`config.mk`:
```
export PLATFORM = sky130hd
export DESIGN_NAME = svm_coef_loader
export DESIGN_NICKNAME = d
export VERILOG_FILES = /design/src/rtl/svm_coef_loader.sv
export SDC_FILE = /design/constraint.sdc
export NUM_CORES = 2
export LEC_CHECK = 0
export BUFFER_PORTS_ARGS = -buffer_cell sky130_fd_sc_hd__buf_2
export CORE_ASPECT_RATIO = 0.6
export CORE_MARGIN = 2
export CORE_UTILIZATION = 36
export CTS_BUF_LIST = sky130_fd_sc_hd__clkbuf_16
export DETAILED_ROUTE_END_ITERATION = 8
export HOLD_SLACK_MARGIN = 0.12
export SYNTH_ARGS = -nofsm -noshare
export SYNTH_HDL_FRONTEND = slang
export SYNTH_SLANG_ARGS = --single-unit
export TNS_END_PERCENT = 10
```
`constraint.sdc`:
```
create_clock -name clk -period 2 [get_ports clk]
set_input_delay 0.1 -clock clk [delete_from_list [all_inputs] [get_ports clk]]
set_output_delay 0.1 -clock clk [all_outputs]
set_load 0.02 [all_outputs]
```
`src/rtl/svm_coef_loader.sv`:
```
// Coefficient loader for the SVM classifier: packs a narrow word stream into
// wide RAM rows, writes N_ROW rows, then captures the bias and flags the model valid.
module svm_coef_loader #(
  parameter int COEF_W = 12,
  parameter int N_COEF = 105,
  parameter int N_ROW  = 36,
  parameter int ADDR_W = 6,
  parameter int RAM_DW = COEF_W * N_COEF
) (
  input  logic              clk,
  input  logic              rst,
  input  logic              start,
  input  logic              abort,
  input  logic              s_valid,
  output logic              s_ready,
  input  logic [COEF_W-1:0] s_data,
  output logic [ADDR_W-1:0] ram_addr,
  output logic              ram_we,
  output logic [RAM_DW-1:0] ram_data,
  output logic [COEF_W-1:0] bias,
  output logic              b_load,
  output logic              busy,
  output logic              cfg_valid
);

  localparam int WC_W = $clog2(N_COEF);

  typedef enum logic [2:0] {
    IDLE,
    FILL,
    WRITE,
    BIAS,
    DONE
  } state_t;

  state_t              r_state;
  logic [WC_W-1:0]     r_wcnt;
  logic [ADDR_W-1:0]   r_rcnt;
  logic [RAM_DW-1:0]   r_row;
  logic [RAM_DW-1:0]   r_ram_data;
  logic [ADDR_W-1:0]   r_ram_addr;
  logic                r_ram_we;
  logic [COEF_W-1:0]   r_bias;
  logic                r_b_load;
  logic                r_s_ready;
  logic                r_busy;
  logic                r_cfg_valid;
  logic                w_accept;
  logic [RAM_DW-1:0]   w_row_next;

  assign w_accept   = s_valid & r_s_ready;
  // Newest word enters at the top so the first word of a row lands in slot 0.
  assign w_row_next = {s_data, r_row[RAM_DW-1:COEF_W]};

  always_ff @(posedge clk or negedge rst) begin
    if (!rst) begin
      r_state     <= IDLE;
      r_wcnt      <= '0;
      r_rcnt      <= '0;
      r_row       <= '0;
      r_ram_data  <= '0;
      r_ram_addr  <= '0;
      r_ram_we    <= 1'b0;
      r_bias      <= '0;
      r_b_load    <= 1'b0;
      r_s_ready   <= 1'b0;
      r_busy      <= 1'b0;
      r_cfg_valid <= 1'b0;
    end else begin
      r_ram_we <= 1'b0;
      r_b_load <= 1'b0;
      if (abort) begin
        r_state     <= IDLE;
        r_wcnt      <= '0;
        r_rcnt      <= '0;
        r_s_ready   <= 1'b0;
        r_busy      <= 1'b0;
        r_cfg_valid <= 1'b0;
      end else begin
        case (r_state)
          IDLE, DONE: begin
            if (start) begin
              r_state     <= FILL;
              r_wcnt      <= '0;
              r_rcnt      <= '0;
              r_s_ready   <= 1'b1;
              r_busy      <= 1'b1;
              r_cfg_valid <= 1'b0;
            end
          end
          FILL: begin
            if (w_accept) begin
              r_row <= w_row_next;
              if (r_wcnt == WC_W'(N_COEF - 1)) begin
                r_wcnt     <= '0;
                r_state    <= WRITE;
                r_s_ready  <= 1'b0;
                r_ram_we   <= 1'b1;
                r_ram_addr <= r_rcnt;
                r_ram_data <= w_row_next;
              end else begin
                r_wcnt <= r_wcnt + 1'b1;
              end
            end
          end
          WRITE: begin
            r_s_ready <= 1'b1;
            if (r_rcnt == ADDR_W'(N_ROW - 1)) begin
              r_state <= BIAS;
            end else begin
              r_rcnt  <= r_rcnt + 1'b1;
              r_state <= FILL;
            end
          end
          BIAS: begin
            if (w_accept) begin
              r_bias      <= s_data;
              r_b_load    <= 1'b1;
              r_state     <= DONE;
              r_s_ready   <= 1'b0;
              r_busy      <= 1'b0;
              r_cfg_valid <= 1'b1;
            end
          end
          default: begin
            r_state   <= IDLE;
            r_s_ready <= 1'b0;
            r_busy    <= 1'b0;
          end
        endcase
      end
    end
  end

  assign s_ready   = r_s_ready;
  assign ram_addr  = r_ram_addr;
  assign ram_we    = r_ram_we;
  assign ram_data  = r_ram_data;
  assign bias      = r_bias;
  assign b_load    = r_b_load;
  assign busy      = r_busy;
  assign cfg_valid = r_cfg_valid;

endmodule

```
==> metrics.txt <==
Area growth syn-to-layout 21.73%; Max Slew Vio Count 0; syn_area_per_cell approximately 9 sq um; status completed; crit path kind register to register; antenna violations before repair 8; Final Hold Vio Count 0; Critical Path RT 2790 ps; ANT nets after route 0; endpoints failing setup 0; detailed placer's ending HPWL between 200,000 and 250,000 um; Initial Util 0.3628; Wirelength per Cell about 21 um; I/O pin cnt between 1,000 and 1,500; Initial DRC Count about 6,700; Yosys top cell by area dfrtp_1; vias in the first global route just over 70,000; full die area 0.2709 sq mm; ys async rst share 1.000; Hold Path Class input port to register; pre-CTS WS approximately 53 ps; top-count cell post-synth nand2_1; CP max stage delay around 400 ps; setup TNS 0 ps; worst setup margin a little over 80 ps; RSZ-0062 raised after global routing yes; Final Instance Area between 0.1 and 0.15 sq mm; Final Non-Filler Cells 15,910; Pleak 70.55 nW; CTS tree done; placed cell count 15,435; period utilisation layout 0.9593; Max Root-Sink Buffers 4; Clock Skew approximately 71 ps; number of synthesized flops with an enable pin 0; Synth area leaders dfrtp_1, nand2_1, buf_2; Detailed Routing Iterations Pass 1 5; Crit-path slowest cell dfrtp_1; Post-synth top cells nand2_1, dfrtp_1, buf_2, clkbuf_1, buf_4; instance count of the mapped netlist 10,774; startpoint class of the critical path register; Worst-Margin Slew 565.7 ps; crit end category register; min Tclk post-route 1919 ps; placed inst area roughly 0.11 sq mm; vias 75,380; Crit Path Max Fanout 40; crit-path cells nor4bb_4 > and4_4 > buf_12 > buf_12 > buf_16 > nand2_1 > nand2_1; Tot Pwr between 90 and 100 mW; row cnt around 150; cts bufs inserted about 240; f_max between 0.5 and 0.6 GHz; final core utilization 0.4416; synthesis-stage register bit count ~2,500; gr ovfl total 0; core box area between 0.2 and 0.3 sq mm; Max Cap Viol 0; relative slew slack 0.6229; ratio of cells with drive above 1 in the final layout 0.1645; Clock transition at path regs 70 ps; first-pass GRT wire length just under 500,000 um; Arrival @ worst endpoint approximately 2700 ps; power per standard cell area 854.7 mW/mm^2; largest net degree at the start of global routing between 100 and 150; Vias per Instance approximately 4.7; WL final about 330,000 um; Total Nets Final roughly 12,000; top cell type's share of synthesized area 0.6642; mapped cell area 0.09597 sq mm; register area share after synthesis 0.6642; commonest register cell after synthesis dfrtp_1; Sinks on Clock Net 2,547; GRT Total Usage 0.2394; Die Span X around 670 um; H-tree Lvls 4; reg-to-reg slack, setup about 81 ps; synth unique cells 44; clock latency on the worst-skew pair ~900 ps; setup bufs post-CTS 0; Residual DRC 0; Root Driver clkbuf_16; Die Ht 403.9 um; Syn Nets between 10,000 and 15,000; gp weighted congestion between 0.9 and 1; worst ir drop on vdd slightly below 900 uV; hold_ws 246.2 ps; Synth warnings 0; Port Buf Inserts 1,299
layout make-up:
type / instances / area, sq um
Tap cell: 3552 / 4444
Timing Repair Buffer: 1709 / 11820
Sequential cell: 2547 / 63740
Clock buffer: 242 / 6056
Inverter: 11 / 41.29
Clock inverter: 195 / 1633
Multi-Input combinational cell: 7652 / 29090
Fill cell: 25973 / 147700
Antenna cell: 2 / 5.005
registers in the layout, summed over array words and instances, names as in the netlist, 3 cells and up:
register and cells:
ram_data 1260, ram_addr 6, bias 12, r_state 3, r_wcnt 7, r_row 1248
r_rcnt 6
where the power goes:
part           leakage, nW  switching, mW  internal (mW)  total [mW]
combinational         31.1           1.64          0.519        2.16
clock                 3.91           20.8           25.0        45.8
sequential            35.6          0.196           51.7        51.9
metal layers:
layer	up-vias	GRT usage	part of all wire
met5	-	0.001766	0.00035
met4	10	0.09895	0.048
met3	481	0.04338	0.058
met2	2124	0.3567	0.44
met1	37487	0.3446	0.45
li1	35278	-	-
kinds of logic (layout without fill, tap and decap cells):
group           after synthesis  after routing  synth area share
mux                          13             13          0.001512
flops                      2547           2547            0.6642
xor+xnor                      1              1        0.00009128
buf+inv                     575           2157           0.03297
fa+ha+maj                     3              3         0.0003912
other cells                   0              2                 0
simple gates               7591           7591            0.2981
compound gates               44             44          0.002751
worst paths after layout:
path / startpoint / to / cells after the start
max: r_wcnt[4] / ram_data[1251] / 7
min: s_data[7] / bias[7] / 3
max reg2reg: r_wcnt[4] / ram_data[1251] / 7
min reg2reg: ram_data[111] / ram_data[111] / 2
max in group asynchronous: rst / ram_data[1112] / 6
min in group asynchronous: rst / r_row[19] / 4
repair_timing:
item	4_1_cts	5_1_grt
gates resized for setup	0	9
hold buffers	35	0
hold endpoints to repair	3017	0
setup endpoints to repair	0	244
cells in the final DEF (no fill, tap or decap), drive strengths merged, types with 2 or more instances in the layout:
master       count
and2             4
diode            2
nor3             2
clkbuf         243
nand4            2
bufinv          23
nand2b           5
nor2b            2
clkinv         115
nand2         7549
clkinvlp         9
buf           1674
nand3            5
dlygate4sd3     33
nor2             6
or3              5
o21bai           2
o22ai            3
a31oi            2
and4b            3
ha               3
a21oi           10
dfrtp         2547
inv             59
and4             2
o21ai           17
mux2            12
a22o             2
worst max-delay path, delay by kind of cell, from the launching register on:
kind / cells / cell delay [ps]
simple gates: 4 / 780
buf+inv: 3 / 650
flops: 1 / 410
Power figures use the tool's default switching activity.
